### config.mk
export PLATFORM = sky130hd
export DESIGN_NAME = ir_rx_ctrl
export DESIGN_NICKNAME = d
export VERILOG_FILES = /design/src/rtl/ir_rx_ctrl.sv
export SDC_FILE = /design/constraint.sdc
export NUM_CORES = 1
export LEC_CHECK = 0
export ABC_CLOCK_PERIOD_IN_PS = 2700
export CAP_MARGIN = 20
export CORE_ASPECT_RATIO = 1.4
export CORE_UTILIZATION = 59
export CTS_CLUSTER_SIZE = 8
export DETAILED_ROUTE_END_ITERATION = 16
export PLACE_DENSITY = 0.8
export SYNTH_ARGS = -nofsm -noshare
export SYNTH_HDL_FRONTEND = slang
export SYNTH_SLANG_ARGS = --single-unit
### constraint.sdc
create_clock -name clk -period 2.7 [get_ports clk]
set_input_delay 0.54 -clock clk [delete_from_list [all_inputs] [get_ports clk]]
set_output_delay 0.54 -clock clk [all_outputs]
set_load 0.01 [all_outputs]
### src/rtl/ir_rx_ctrl.sv
// ---------------------------------------------------------------------------
// ir_rx_ctrl
//   Sequencer for an external 11-bit IR receiver. Repeatedly pulses the
//   receiver reset (ARM), waits for a completed frame under a watchdog
//   (WAIT), captures it (CAPTURE) and buffers it in a 4-entry FIFO.
//
//   Optional feature (macro IR_RX_CTRL_MATCH_EN): when defined, only frames
//   equal to MATCH_CODE are buffered; other frames are dropped silently.
//
// Ports
//   clk          in   system clock, rising edge
//   rst          in   asynchronous active-high reset
//   enable       in   1 = run receive cycles, 0 = return to IDLE
//   rx_done      in   receiver has a complete 11-bit frame
//   rx_data      in   [10:0] received frame
//   rx_rst_n     out  active-low receiver restart
//   frame_valid  out  FIFO head is valid
//   frame_ready  in   consumer accepts the head frame
//   frame_data   out  [10:0] FIFO head frame
//   busy         out  state is not IDLE
//   timeout_err  out  sticky watchdog expiry flag
//   overflow_err out  sticky dropped-frame flag
// ---------------------------------------------------------------------------
module ir_rx_ctrl #(
  parameter int unsigned ARM_CYCLES = 4,
  parameter int unsigned TIMEOUT    = 1200000,
  parameter logic [10:0] MATCH_CODE = 11'b00011110101
) (
  input  logic        clk,
  input  logic        rst,
  input  logic        enable,
  input  logic        rx_done,
  input  logic [10:0] rx_data,
  output logic        rx_rst_n,
  output logic        frame_valid,
  input  logic        frame_ready,
  output logic [10:0] frame_data,
  output logic        busy,
  output logic        timeout_err,
  output logic        overflow_err
);

  typedef enum logic [1:0] {
    IDLE    = 2'd0,
    ARM     = 2'd1,
    WAIT    = 2'd2,
    CAPTURE = 2'd3
  } state_t;

  localparam logic [7:0]  ARM_LAST  = 8'(ARM_CYCLES - 1);
  localparam logic [31:0] WAIT_LAST = 32'(TIMEOUT - 1);

  state_t      state;
  logic [7:0]  arm_cnt;
  logic [31:0] wait_cnt;

  logic        accept;
  logic        push_req;
  logic        push;
  logic        pop;

  logic [10:0] mem [4];
  logic [1:0]  wr_ptr;
  logic [1:0]  rd_ptr;
  logic [2:0]  count;

`ifdef IR_RX_CTRL_MATCH_EN
  assign accept = (rx_data == MATCH_CODE);
`else
  logic [10:0] unused_match_code;
  assign unused_match_code = MATCH_CODE;
  assign accept = 1'b1;
`endif

  // ---------------------------------------------------------------------
  // Control FSM; rx_rst_n and busy are registered alongside the state.
  // ---------------------------------------------------------------------
  always_ff @(posedge clk or posedge rst) begin
    if (rst) begin
      state       <= IDLE;
      arm_cnt     <= '0;
      wait_cnt    <= '0;
      rx_rst_n    <= 1'b0;
      busy        <= 1'b0;
      timeout_err <= 1'b0;
    end else begin
      case (state)
        IDLE: begin
          if (enable) begin
            state    <= ARM;
            arm_cnt  <= '0;
            rx_rst_n <= 1'b0;
            busy     <= 1'b1;
          end else begin
            rx_rst_n <= 1'b1;
            busy     <= 1'b0;
          end
        end

        ARM: begin
          if (!enable) begin
            state    <= IDLE;
            arm_cnt  <= '0;
            rx_rst_n <= 1'b1;
            busy     <= 1'b0;
          end else if (arm_cnt == ARM_LAST) begin
            state    <= WAIT;
            arm_cnt  <= '0;
            wait_cnt <= '0;
            rx_rst_n <= 1'b1;
          end else begin
            arm_cnt <= arm_cnt + 8'd1;
          end
        end

        WAIT: begin
          // enable has priority (partial frame dropped), then rx_done
          // beats a coincident watchdog expiry.
          if (!enable) begin
            state    <= IDLE;
            wait_cnt <= '0;
            busy     <= 1'b0;
          end else if (rx_done) begin
            state    <= CAPTURE;
            wait_cnt <= '0;
          end else if (wait_cnt == WAIT_LAST) begin
            state       <= ARM;
            wait_cnt    <= '0;
            arm_cnt     <= '0;
            rx_rst_n    <= 1'b0;
            timeout_err <= 1'b1;
          end else begin
            wait_cnt <= wait_cnt + 32'd1;
          end
        end

        CAPTURE: begin
          if (enable) begin
            state    <= ARM;
            arm_cnt  <= '0;
            rx_rst_n <= 1'b0;
          end else begin
            state <= IDLE;
            busy  <= 1'b0;
          end
        end

        default: begin
          state    <= IDLE;
          rx_rst_n <= 1'b1;
          busy     <= 1'b0;
        end
      endcase
    end
  end

  // ---------------------------------------------------------------------
  // 4-entry frame FIFO. A push at full is still taken when a pop happens
  // on the same clk, so the slot freed by the pop is reused.
  // ---------------------------------------------------------------------
  assign frame_valid = (count != 3'd0);
  assign frame_data  = frame_valid ? mem[rd_ptr] : '0;

  assign push_req = (state == CAPTURE) && accept;
  assign pop      = frame_valid && frame_ready;
  assign push     = push_req && ((count != 3'd4) || pop);

  always_ff @(posedge clk or posedge rst) begin
    if (rst) begin
      wr_ptr       <= '0;
      rd_ptr       <= '0;
      count        <= '0;
      overflow_err <= 1'b0;
    end else begin
      if (push) wr_ptr <= wr_ptr + 2'd1;
      if (pop)  rd_ptr <= rd_ptr + 2'd1;
      case ({push, pop})
        2'b10:   count <= count + 3'd1;
        2'b01:   count <= count - 3'd1;
        default: count <= count;
      endcase
      if (push_req && !push) overflow_err <= 1'b1;
    end
  end

  always_ff @(posedge clk) begin
    if (push) mem[wr_ptr] <= rx_data;
  end

endmodule

==> reports/qor.log, run 1 <==
[outcome] outcome finished, final reports clean
[synthesis] Avg Cell Area, Syn 11.9 um^2
[cells_and_area] Filler Cells Inserted 570
[synthesis] most frequent cell after synthesis dfrtp_1
[synthesis] fraction of the mapped netlist area in compound gates 7.63%
[cells_and_area] final design instance area without fill 0.00547 mm^2
[sta] RSZ-0062 raised after global routing false
[worst_setup_path] nature of the critical path startpoint register
[routing] Post-Route WL 9030 um
[sta] clk_skew 0.0134 ns
[synthesis] synth unique cells 54
[global_routing] antenna violations before repair 0
[synthesis] adder and majority cell fraction of the synthesized area 3.30%
[clock_network] number of CTS-inserted buffers 9
[routing] number of iterations in the first detailed-routing pass 4
[sta] fmax 383 MHz
[die] total number of placement rows 38
[clock_network] clk buf depth 2
[clock_network] Hold-fix buffers, CTS 0
[worst_setup_path] Worst Setup End Kind output port
[routing] remaining design rule violation count 0
[routing] number of DRC violations after detailed-routing iteration 0 126
[synthesis] synthesized cell area 0.00477 mm^2
[synthesis] Syn. warnings 0
[synthesis] proportion of synthesized flip-flops having asynchronous set or reset 54.6%
[synthesis] simple-gate portion of the synthesized area 19.6%
[synthesis] syn nets 429
[cells_and_area] net total in the final layout 463
[synthesis] cell count after synthesis 401
[synthesis] cell types occupying the most area after synthesis dfrtp_1 (28%), edfxtp_1 (28%), mux4_2 (5.2%)
[sta] transition at the pin with the smallest max-transition slack 0.662 ns
[placement] Final GP Congestion 0.836
[synthesis] cell type contributing the most total cell area after synthesis dfrtp_1
[sta] post-route minimum period 2.61 ns
[synthesis] Synth Register Bits 97
[synthesis] portion of the post-synthesis area used by sequential elements 55.5%
[die] die width 78.0 um
[cells_and_area] sequential standard cell area 0.00265 mm^2
[synthesis] number of enable-type register cells in the synthesized netlist 44
[synthesis] multiplexer area fraction after synthesis 6.29%
[cells_and_area] layout overhead on the synthesized area 14.6%
[die] core area 0.00780 mm^2
[sta] Max Slew Vio Count 0
[clock_network] clock transition at the registers of the reported paths 0.09 ns
[synthesis] most used flip-flop cell after synthesis dfrtp_1
[worst_setup_path] maximum fanout count along the critical path 6
[flow_run] max_cap viols 0
[synthesis] xor-xnor portion of the synthesized cell area 5.14%
[power] power per cell area 785 mW/mm^2
[global_routing] vias in the first global route 3,175
[hold_path] class of the tightest hold or removal check register to register
[synthesis] main combinational cell family by area after synthesis simple AND/OR/NAND/NOR gates
[cells_and_area] final core utilization 70.2%
[routing] via total after detailed routing 3,222
[die] Die Outline Area 0.00846 mm^2
[sta] Total Negative Setup Slacks 0 ns
[clock_network] number of H-tree branching levels 3
[cells_and_area] antenna cell count 0
[die] height of the chip 108 um
[placement] placed inst area 0.00523 mm^2
[clock_network] clock network latency to the later pin of the worst-skew pair 0.36 ns
[power] P_leak 2.13 nW
[global_routing] global-route wire length before repair 15,000 um
[placement] number of input and output port buffers inserted 31
[routing] drt wl/cell 16.7 um
[global_routing] overall overflow remaining after global route 0
[die] I/O Pins 32
[cells_and_area] Multi-input gate area 0.00201 mm^2
[clock_network] Root Driver clkbuf_8
[routing] via density per instance 5.97
[worst_setup_path] category of the critical setup timing path register to output port
[worst_setup_path] r2r setup slk 0.19 ns
[synthesis] share of Yosys cell area claimed by the top area cell type 27.8%
[worst_setup_path] Data arrival, critical path 2.07 ns
[synthesis] commonest cells in the netlist dfrtp_1 (53), edfxtp_1 (44), nor2_1 (33), nand2_1 (29), xnor2_1 (24)
[routing] Antenna Nets Post-Route 0
[global_routing] largest net degree at the start of global routing 54
[cells_and_area] proportion of layout cells with a drive suffix above 1 10.9%
[worst_setup_path] required time at the worst-slack endpoint 2.16 ns
[sta] post-route clock period utilization 96.8%
[global_routing] total routing usage reported by global routing 23.4%
[clock_network] clock tree from TritonCTS done
[sta] number of setup violations in the final report 0
[power] VDD IR-drop max 591 uV
[placement] DPL Wire Length 6110 um
[power] power after layout 4.30 mW
[die] starting density of the core 61.2%
[clock_network] CTS sink count 97
[sta] headroom to the max-slew limit 55.3%
[sta] Hold Fails Final Rpt 0
## layout make-up
| class | instances | area share [%] |
|---|---|---|
| sequential | 97 | 48.4 |
| multi-input combinational | 272 | 36.7 |
| inverter | 14 | 0.960 |
| timing repair buffer | 41 | 8.14 |
| clock buffer | 10 | 2.33 |
| tap | 100 | 2.29 |
| clock inverter | 6 | 1.21 |
## per-layer routing
layer  part of all wire [%]  up-vias  track usage [%]  routed length, um
met3                    2.8        9             3.97                249
li1                       -     1554                -                  -
met2                     54       60             41.6               4880
met5                      0        -                0                  0
met1                     42     1599             28.0               3790
met4                    1.3        0             9.92                114
## report_power, final
part	total, mW	switching, mW	internal, mW	leakage, nW
combinational	1.51	0.684	0.823	0.919
sequential	1.86	0.156	1.70	1.11
clock	0.931	0.497	0.434	0.101
total	4.30	1.34	2.96	2.13
## cell families (layout without fill, tap and decap cells)
group / after synthesis / in the layout
buffers and inverters: 32 / 71
XOR/XNOR: 28 / 28
flip-flops: 97 / 97
AND/OR/NAND/NOR: 167 / 167
multiplexers: 16 / 16
adder cells (fa/ha/maj): 12 / 12
AO/OA/AOI/OAI: 49 / 49
## worst paths after layout
kind / startpoint / end / cells past startpoint
min in group asynchronous: rst / wait_cnt[17] / 3
max: rd_ptr[0] / frame_data[1] / 4
min reg2reg: overflow_err / overflow_err / 1
max in group asynchronous: rst / rd_ptr[1] / 3
max reg2reg: arm_cnt[0] / wait_cnt[28] / 6
min: overflow_err / overflow_err / 1
## placed cells by master (no fill, tap or decap), types with 5 or more instances in the layout
master,n
or4_1,5
clkbuf_8,9
clkdlybuf4s50_1,29
o21ai_0,13
xnor2_1,24
buf_4,6
nor2_1,33
and2_1,19
dfrtp_1,51
ha_1,11
nor4_1,13
and3_1,8
mux4_2,11
nand2_1,29
edfxtp_1,44
nand4_1,7
nor4b_1,8
inv_1,13
nor3_1,10
nand3_1,14
## critical path: stages, from the launching register on
cell and delay, ns:
dfrtp_2 0.43, clkbuf_16 0.17, mux4_2 0.48, and2_1 0.17, clkdlybuf4s50_1 0.47
## flip-flops by register name, summed over array words and instances (netlist names)
signal        cells
rx_rst_n          1
overflow_err      1
wait_cnt         32
count             3
wr_ptr            2
rd_ptr            2
timeout_err       1
busy              1
mem              44
arm_cnt           8
state             2
## per-stage QoR
| stage | cells | hold WS, ns | setup WS (ns) |
|---|---|---|---|
| floorplan | 401 | 0.478 | 0.415 |
| global placement | 523 | 0.458 | 0.284 |
| detailed placement | 523 | 0.459 | 0.212 |
| CTS | 539 | 0.479 | 0.0118 |
| global route | 540 | 0.503 | 0.00504 |
| finish | 540 | 0.474 | 0.0870 |
## repair_timing
| item | CTS | global route |
|---|---|---|
| gates resized for setup | 5 | 3 |
| gates cloned | 0 | 1 |
| pin swaps | 0 | 0 |
| endpoints found under the hold margin | 0 | 0 |
| buffers inserted | 0 | 0 |
| setup endpoints to repair | 11 | 1 |
Note: power is estimated with default switching activity, not from simulation.
==> inputs of run 2 (changes only) <==
Settings changed: CORE_MARGIN from default to 2, CORE_UTILIZATION 59 to 52, PLACE_DENSITY 0.8 to 0.72.
==> reports/qor.log, run 2 (synthesized netlist as in run 1, its figures left out) <==
[cells_and_area] register with the most flip-flops mem
[sta] fmax 380 MHz [-0.62%]
[power] NetSw 1.41 mW [+5.4%]
[sta] Total Negative Setup Slacks 0 ns [unchanged]
[die] height of the chip 117 um [+8.2%]
[sta] number of setup violations in the final report 0 [unchanged]
[power] power per cell area 833 mW/mm^2 [+6.1%]
[hold_path] class of the tightest hold or removal check register to register
[clock_network] clk buf depth 2 [unchanged]
[power] Comb power frac 31.6% [-3.5 points]
[sta] post-route clock period utilization 97.4% [+0.61 points]
[clock_network] Root Driver clkbuf_16
[flow_run] max_cap viols 0 [unchanged]
[die] core area 0.00898 mm^2 [+15%]
[cells_and_area] max reg flops 44 [unchanged]
[routing] number of iterations in the first detailed-routing pass 4 [unchanged]
[outcome] outcome finished, final reports clean
[clock_network] clock network latency to the later pin of the worst-skew pair 0.35 ns [about the same]
[placement] number of input and output port buffers inserted 31 [unchanged]
[sta] headroom to the max-slew limit 61.2% [+5.9 points]
[worst_setup_path] nature of the critical path startpoint register
[sta] RSZ-0062 raised after global routing false
[cells_and_area] net total in the final layout 464 [+0.22%]
[power] P_leak 2.15 nW [+1.1%]
[global_routing] antenna violations before repair 0 [unchanged]
[global_routing] global-route wire length before repair 16,500 um [+9.6%]
[sta] post-route minimum period 2.63 ns [+0.0164 ns]
[cells_and_area] top flop regs mem x44, wait_cnt x32, arm_cnt x8
[die] starting density of the core 53.2% [-8.0 points]
[routing] Post-Route WL 9390 um [+4.0%]
[clock_network] clock tree from TritonCTS done
[power] VDD IR-drop max 628 uV [+6.2%]
[routing] number of DRC violations after detailed-routing iteration 0 165 [+31%]
[cells_and_area] most common cell after layout, fill and taps aside dfrtp_1
[sta] transition at the pin with the smallest max-transition slack 0.581 ns [-0.0805 ns]
[clock_network] number of H-tree branching levels 3 [unchanged]
[worst_setup_path] maximum fanout count along the critical path 12 [+6]
[cells_and_area] proportion of layout cells with a drive suffix above 1 10.7% [-0.25 points]
[cells_and_area] antenna cell count 0 [unchanged]
[power] fraction of power consumed by the clock network 28.5% [+6.8 points]
[die] die width 85.0 um [+8.9%]
[sta] Max Slew Vio Count 0 [unchanged]
[power] part of the power in registers 39.9% [-3.4 points]
[cells_and_area] layout overhead on the synthesized area 16.7%
[worst_setup_path] Worst Setup End Kind output port
[worst_setup_path] required time at the worst-slack endpoint 2.16 ns [about the same]
[clock_network] clock transition at the registers of the reported paths 0.07 ns [-0.02 ns]
[global_routing] largest net degree at the start of global routing 32 [-41%]
[worst_setup_path] Data arrival, critical path 2.09 ns [+0.02 ns]
[sta] worst hold slack 0.477 ns [+0.00211 ns]
[routing] via total after detailed routing 3,266 [+1.4%]
[cells_and_area] most used cells in the layout excluding fill and tap cells dfrtp_1 (53), edfxtp_1 (44), nor2_1 (33)
[global_routing] vias in the first global route 3,398 [+7.0%]
[global_routing] overall overflow remaining after global route 0 [unchanged]
[clock_network] post-CTS setup buffer count 0 [unchanged]
[routing] Antenna Nets Post-Route 0 [unchanged]
[worst_setup_path] category of the critical setup timing path register to output port
[global_routing] total routing usage reported by global routing 20.7% [-2.7 points]
[clock_network] number of CTS-inserted buffers 9 [unchanged]
[sta] clk_skew 0.00707 ns [-0.00637 ns]
[placement] Final GP Congestion 0.868 [+3.7%]
[sta] Hold Fails Final Rpt 0 [unchanged]
[power] Internal Dissipation 3.23 mW [+9.1%]
[die] Die Outline Area 0.00998 mm^2 [+18%]
[routing] via density per instance 5.96 [-0.11%]
[die] total number of placement rows 41 [+7.9%]
[clock_network] CTS sink count 97 [unchanged]
[routing] drt wl/cell 17.1 um [+2.4%]
[die] I/O Pins 32 [unchanged]
[power] switching fraction of total power 30.4% [-0.74 points]
[placement] DPL Wire Length 6390 um [+4.7%]
[routing] remaining design rule violation count 0 [unchanged]
-- run 2: cell types whose count changed in the layout (fill, tap and decap cells not counted), sizes merged --
cell / previous run / this run
inv: 16 / 19
clkdlybuf4s50: 29 / 31
buf: 9 / 11
clkbuf: 11 / 10
dlymetal6s2s: 2 / 0
clkinv: 3 / 0
-- run 2: what timing repair did --
| action | in CTS | in global routing |
|---|---|---|
| setup endpoints to repair | 1 | 11 |
| hold buffers | 0 | 0 |
| gates resized for setup | 1 | 1 |
-- run 2: metrics by stage --
| step | power, mW | utilization, % | setup WS, ns | std cells | cell area, um^2 |
|---|---|---|---|---|---|
| floorplan | 2.77 | - | 0.415 | 401 | 4770 |
| global placement | 3.30 | 58.5 | 0.311 | 532 | 5250 |
| detailed placement | 3.34 | 58.5 | 0.281 | 532 | 5250 |
| CTS | 4.68 | 62.0 | 0.00158 | 548 | 5570 |
| global route | 4.89 | 62.0 | 0.00221 | 548 | 5570 |
| finish | 4.64 | 62.0 | 0.0706 | 548 | 5570 |
-- run 2: per-layer routing --
metal	vias to the layer above	wire, um	global-route usage, %
met2	68	4970	35.4
li1	1554	-	-
met3	16	272	3.10
met5	-	0	0
met4	0	226	9.52
met1	1628	3910	25.5
-- run 2: power groups by stage --
stage | Clock (mW) | Combinational, mW | Sequential (mW)
after floorplan | 0 | 0.948 | 1.82
after global placement | 0 | 1.43 | 1.87
after detailed placement | 0 | 1.46 | 1.88
after CTS | 1.35 | 1.48 | 1.85
after global routing | 1.40 | 1.62 | 1.88
final | 1.32 | 1.46 | 1.85
-- run 2: path summary, 6_finish.rpt --
path	from	end	slack, ns	depth (start not counted)
worst max-delay path	rd_ptr[1]	frame_data[9]	0.07	3
max in group asynchronous	rst	wait_cnt[27]	1.48	3
worst max register to register	wait_cnt[26]	wait_cnt[14]	0.28	6
min in group asynchronous	rst	rd_ptr[1]	0.57	2
worst min-delay path	overflow_err	overflow_err	0.48	1
worst min register to register	overflow_err	overflow_err	0.48	1
-- run 2: critical path: stages, from the launching register on --
cell and delay (ns):
dfrtp_1 0.70, mux4_2 0.40, and2_1 0.17, clkdlybuf4s50_1 0.47
-- run 2: final cells by class --
cell class	instances	area, um^2
clock inverters	6	78.8
repair buffers	42	422
well taps	107	134
inverters	14	52.6
fillers	708	3410
multi-input cells	272	2010
flip-flops and latches	97	2650
clock buffers	10	229
==> RTL edit 1 (settings of run 2) <==
Make the reset (`rst`) synchronous in 2 clocked blocks. Comments in the files are not updated.
--- a/src/rtl/ir_rx_ctrl.sv
+++ b/src/rtl/ir_rx_ctrl.sv
@@ -75,7 +75,7 @@
   // ---------------------------------------------------------------------
   // Control FSM; rx_rst_n and busy are registered alongside the state.
   // ---------------------------------------------------------------------
-  always_ff @(posedge clk or posedge rst) begin
+  always_ff @(posedge clk) begin
     if (rst) begin
       state       <= IDLE;
       arm_cnt     <= '0;
@@ -165,7 +165,7 @@
   assign pop      = frame_valid && frame_ready;
   assign push     = push_req && ((count != 3'd4) || pop);
 
-  always_ff @(posedge clk or posedge rst) begin
+  always_ff @(posedge clk) begin
     if (rst) begin
       wr_ptr       <= '0;
       rd_ptr       <= '0;
Formal check against the unedited RTL: differs if rst is asserted again (counterexample within 4 cycles, from zero or initial values and one cycle with rst high); with rst held inactive, the same outputs for 4 cycles.
==> RTL edit 1 against run 2 <==
Synthesized cell count up 3.7%; setup slack better by 30 ps; maximum frequency rose by 1.1%; die area down 1.7%; sequential cell count up 2; non-clock buffer count rose by 5; first-iteration DRC count up 54%; cell area fell by 1.2%; synthesized area is 1.8% lower; total power down 13%; routed wire length up 0.82%; final cell count increased by 3.5%; critical path type unchanged; largest cell class unchanged; largest power group unchanged.
==> RTL edit 1: results (changes against run 2) <==
run_status:
  outcome: "finished, final reports clean"
worst_setup_path:
  path_max_fanout: 11  # -1
  worst_path_max_delay_cell: "dfxtp_1"
  worstRegToRegCells: 6  # unchanged
  arrival_ps: 2060  # -30 ps
  max_stage_delay_ps: 670  # -30 ps
  rrSetupSlack_ps: 390  # +110 ps
grt:
  grt_pass1_vias: 3255  # -4.2%
  track_usage_pct: 20.6  # -0.15 points
  grt_pass1_wl_um: 15800  # -4.0%
yosys:
  synth_cell_type_count: 51  # -5.6%
  synthFlopType: "dfxtp_1"
  syn-num-nets: 444  # +3.5%
  synth_commonest_cells: "dfxtp_1 (55), edfxtp_1 (44), nor3_1 (36)"
  ys_async_sr_fraction_pct: 0  # -55 points
  yosysSeqAreaShare_pct: 51.6  # -3.8 points
  ys_top_cells_by_area: "edfxtp_1 (28%), dfxtp_1 (23%), mux4_2 (5.3%)"
  synth-edff-count: 44  # unchanged
clocking:
  cts_buffers: 9  # unchanged
  clk_pin_slew_ps: 70  # about the same
  clock_latency_ps: 340
  cts_buffer_depth: 2  # unchanged
  root_buffer: "clkbuf_16"
  postCtsSetupRepairBufs: 0  # unchanged
  cts_resized: 0  # -1
drt:
  firstDrtPassIters: 4  # unchanged
  drc: 0  # unchanged
  drt_iter0_drc: 254  # +54%
  via_per_inst: 5.85  # -1.9%
  wl_per_cell_um: 16.7  # -2.6%
timing:
  timing.slew.headroom_pct: 52.8  # -8.4 points
  hold_ws_ps: 472  # -5.06 ps
  finalClockSkew_ps: 5.58  # -1.49 ps
finish:
  top_regs: "mem: 44 flops, wait_cnt: 32 flops, arm_cnt: 8 flops"
  syn2layout_area_growth_pct: 17.3
  nFillCells: 697  # -1.6%
  nets: 483  # +4.1%
  drive_above_1_share_pct: 12.6  # +2.0 points
power:
  leakagePower_uw: 0.00187  # -13%
  ir_drop_uv: 496  # -21%
placement:
  placed_area_um2: 5180  # -1.4%
  dp_hpwl_um: 6800  # +6.4%
  place_congestion: 0.845  # -2.6%
min_path:
  holdPathStages: 2  # +1
  hold_path.class: "flop to flop"
RTL edit 1: changes by cell type in the layout (fill, tap and decap cells not counted), moves of 7 or more:
cell / run 2 / this run
dfxtp_1: 0 / 55
dfrtp_1: 53 / 0
nor3_1: 10 / 36
nor2_1: 33 / 16
xor2_1: 4 / 19
xnor2_1: 24 / 12
a21oi_1: 4 / 13
nor4_1: 13 / 4
a211oi_1: 0 / 7
nand4_1: 7 / 14
RTL edit 1: report_power, final:
part | internal [uW] | leakage (uW) | switching (uW)
Combinational | 559 | 0.000879 | 445
Sequential | 1620 | 0.000840 | 57.1
Clock | 821 | 0.000155 | 548
RTL edit 1: final timing paths:
check	start	to
worst min register to register	overflow_err	overflow_err
worst max-delay path	flop	frame_data[4]
worst min-delay path	overflow_err	overflow_err
worst max register to register	arm_cnt[0]	wait_cnt[24]
RTL edit 1: worst max-delay path, delay by kind of cell (launching register included):
kind          cells  cell delay (ps)
buf+inv           1              470
flops             1              670
mux               1              400
simple gates      1              170
RTL edit 1: layout make-up:
type	count	share of cell area (%)
timing repair buffer	47	8.02
clock buffer	11	4.23
tap	107	2.43
inverter	14	0.955
clock inverter	5	1.57
sequential	99	44.0
multi-input combinational	284	38.8
RTL edit 1: metrics by stage:
stage | setup WS [ps] | std cells
final | 100 | 567
after global routing | 17.1 | 567
after floorplan | 778 | 416
after global placement | 281 | 551
after detailed placement | 247 | 551
after CTS | 48.9 | 567
RTL edit 1: cells by family (layout without fill, tap and decap cells):
kind of cell	count (synthesis)	after routing	share of synthesized area, %
adders and majority gates	12	12	3.36
muxes	17	17	6.59
buffers and inverters	33	77	2.85
xor gates and xnor gates	31	31	5.79
and+or+nand+nor	175	175	21.6
DFF	99	99	51.6
AOI/OAI and AO/OA	49	49	8.16
RTL edit 1: layer usage:
layer,global-route usage [%],part of all wire (%),vias to the layer above
li1,-,-,1640
met4,8.49,2.3,0
met2,38.5,54,49
met3,3.96,2.4,16
met5,0,0,-
met1,22.8,42,1610
==> RTL edit 2 (flow settings as in run 2) <==
Made on the original files. `TIMEOUT`: 1200000 -> 600000.
--- a/src/rtl/ir_rx_ctrl.sv
+++ b/src/rtl/ir_rx_ctrl.sv
@@ -23,7 +23,7 @@
 // ---------------------------------------------------------------------------
 module ir_rx_ctrl #(
   parameter int unsigned ARM_CYCLES = 4,
-  parameter int unsigned TIMEOUT    = 1200000,
+  parameter int unsigned TIMEOUT    = 600000,
   parameter logic [10:0] MATCH_CODE = 11'b00011110101
 ) (
   input  logic        clk,
Check against the original RTL: same outputs for any inputs over 10 cycles, from zero or initial values and one cycle with rst high; that may be too few to reach the edited logic, so the function may still have changed.
==> RTL edit 2 against run 2 <==
Setup slack better by 8.9 ps; synthesized area about the same; total power up 3.3%; cell area up 2.3%; count of clock-buffer cells in the layout unchanged; routed wire length up 3.6%; die area about the same; sequential cell count unchanged.
==> RTL edit 2: results (changes against run 2) <==
run_status:
  outcome: "finished, final reports clean"
yosys:
  synth_cell_type_count: 50  # -7.4%
  synth_commonest_cells: "dfrtp_1 (53), edfxtp_1 (44), nor2_1 (32)"
  syn-num-nets: 442  # +3.0%
  ys_top_cells_by_area: "dfrtp_1 (28%), edfxtp_1 (28%), mux4_2 (5.2%)"
  yosysSeqAreaShare_pct: 55.5  # about the same
power:
  leakagePower_uw: 0.00217  # +0.98%
  p_sw_share_pct: 30.9  # +0.48 points
  ir_drop_uv: 648  # +3.2%
timing:
  finalClockSkew_ps: 9.14  # +2.07 ps
  fin_ws_ps: 79.5  # +8.91 ps
  timing.slew.headroom_pct: 59.1  # -2.1 points
grt:
  grt_pass1_wl_um: 16200  # -1.8%
  track_usage_pct: 20.5  # -0.24 points
  grt_max_degree: 29  # -9.4%
drt:
  drt_iter0_drc: 187  # +13%
  vias: 3384  # +3.6%
  wl_per_cell_um: 16.8  # -1.8%
placement:
  pre_cts_slack_ps: -147  # -428 ps
  placed_area_um2: 5370  # +2.2%
  place_congestion: 0.871  # +0.38%
finish:
  drive_above_1_share_pct: 13.4  # +2.7 points
  nFillCells: 677  # -4.4%
worst_setup_path:
  path_max_fanout: 5  # -7
  max_stage_delay_ps: 470  # -230 ps
  worst_path_max_delay_cell: "or4b_4"
[RTL edit 2: worst paths after layout]
kind	endpoint	depth (start not counted)
min	overflow_err	1
min in group asynchronous	overflow_err	2
max	wait_cnt[28]	6
max reg2reg	wait_cnt[28]	6
min reg2reg	overflow_err	1
max in group asynchronous	timeout_err	3
[RTL edit 2: power groups by stage]
stage | clock (uW) | combinational (uW) | sequential, uW
2_1_floorplan | 0 | 1040 | 1820
3_3_place_gp | 0 | 1620 | 1850
3_5_place_dp | 0 | 1660 | 1860
4_1_cts | 1320 | 1670 | 1830
5_1_grt | 1380 | 1830 | 1860
6_report | 1290 | 1670 | 1830
[RTL edit 2: routing by layer]
metal	vias up	global-route usage (%)	part of all wire (%)
li1	1656	-	-
met3	15	3.80	3.6
met2	76	34.3	52
met1	1637	25.7	43
met5	-	0	0
met4	0	8.93	1.9
[RTL edit 2: per-stage QoR]
stage | setup TNS [ps] | instances | hold WS (ps) | total power, uW
2_1_floorplan | 0 | 414 | 471 | 2870
3_3_place_gp | -86.5 | 561 | 437 | 3460
3_5_place_dp | -344 | 561 | 452 | 3510
4_1_cts | 0 | 577 | 468 | 4820
5_1_grt | 0 | 578 | 490 | 5070
6_report | 0 | 578 | 460 | 4790
[RTL edit 2: cells by family after synthesis]
kind of cell	count (synthesis)	synth area share (%)
AOI/OAI and AO/OA	69	9.31
buffers and inverters	30	2.39
adders and majority gates	12	3.30
muxes	17	6.53
and+or+nand+nor	168	19.1
xor gates and xnor gates	21	3.85
DFF	97	55.5
[RTL edit 2: area by class of cell]
type	count	area [um2]	share of cell area [%]
sequential	97	2650	46.5
multi-input combinational	287	2020	35.5
timing repair buffer	57	534	9.38
clock buffer	10	229	4.02
tap	107	134	2.35
clock inverter	6	75.1	1.32
inverter	14	52.6	0.922
[RTL edit 2: worst register-to-register path, stage by stage (launching register included)]
cell and delay, ps:
dfrtp_1 370, ha_1 180, or4b_4 470, o32a_1 430
or4_4 460, or4_1 460, a21oi_1 180
[RTL edit 2: repair_timing]
item / CTS / global route
pin swaps: 1 / 3
setup endpoints to repair: 2 / 13
resized for setup: 1 / 4
buffers inserted: 0 / 1
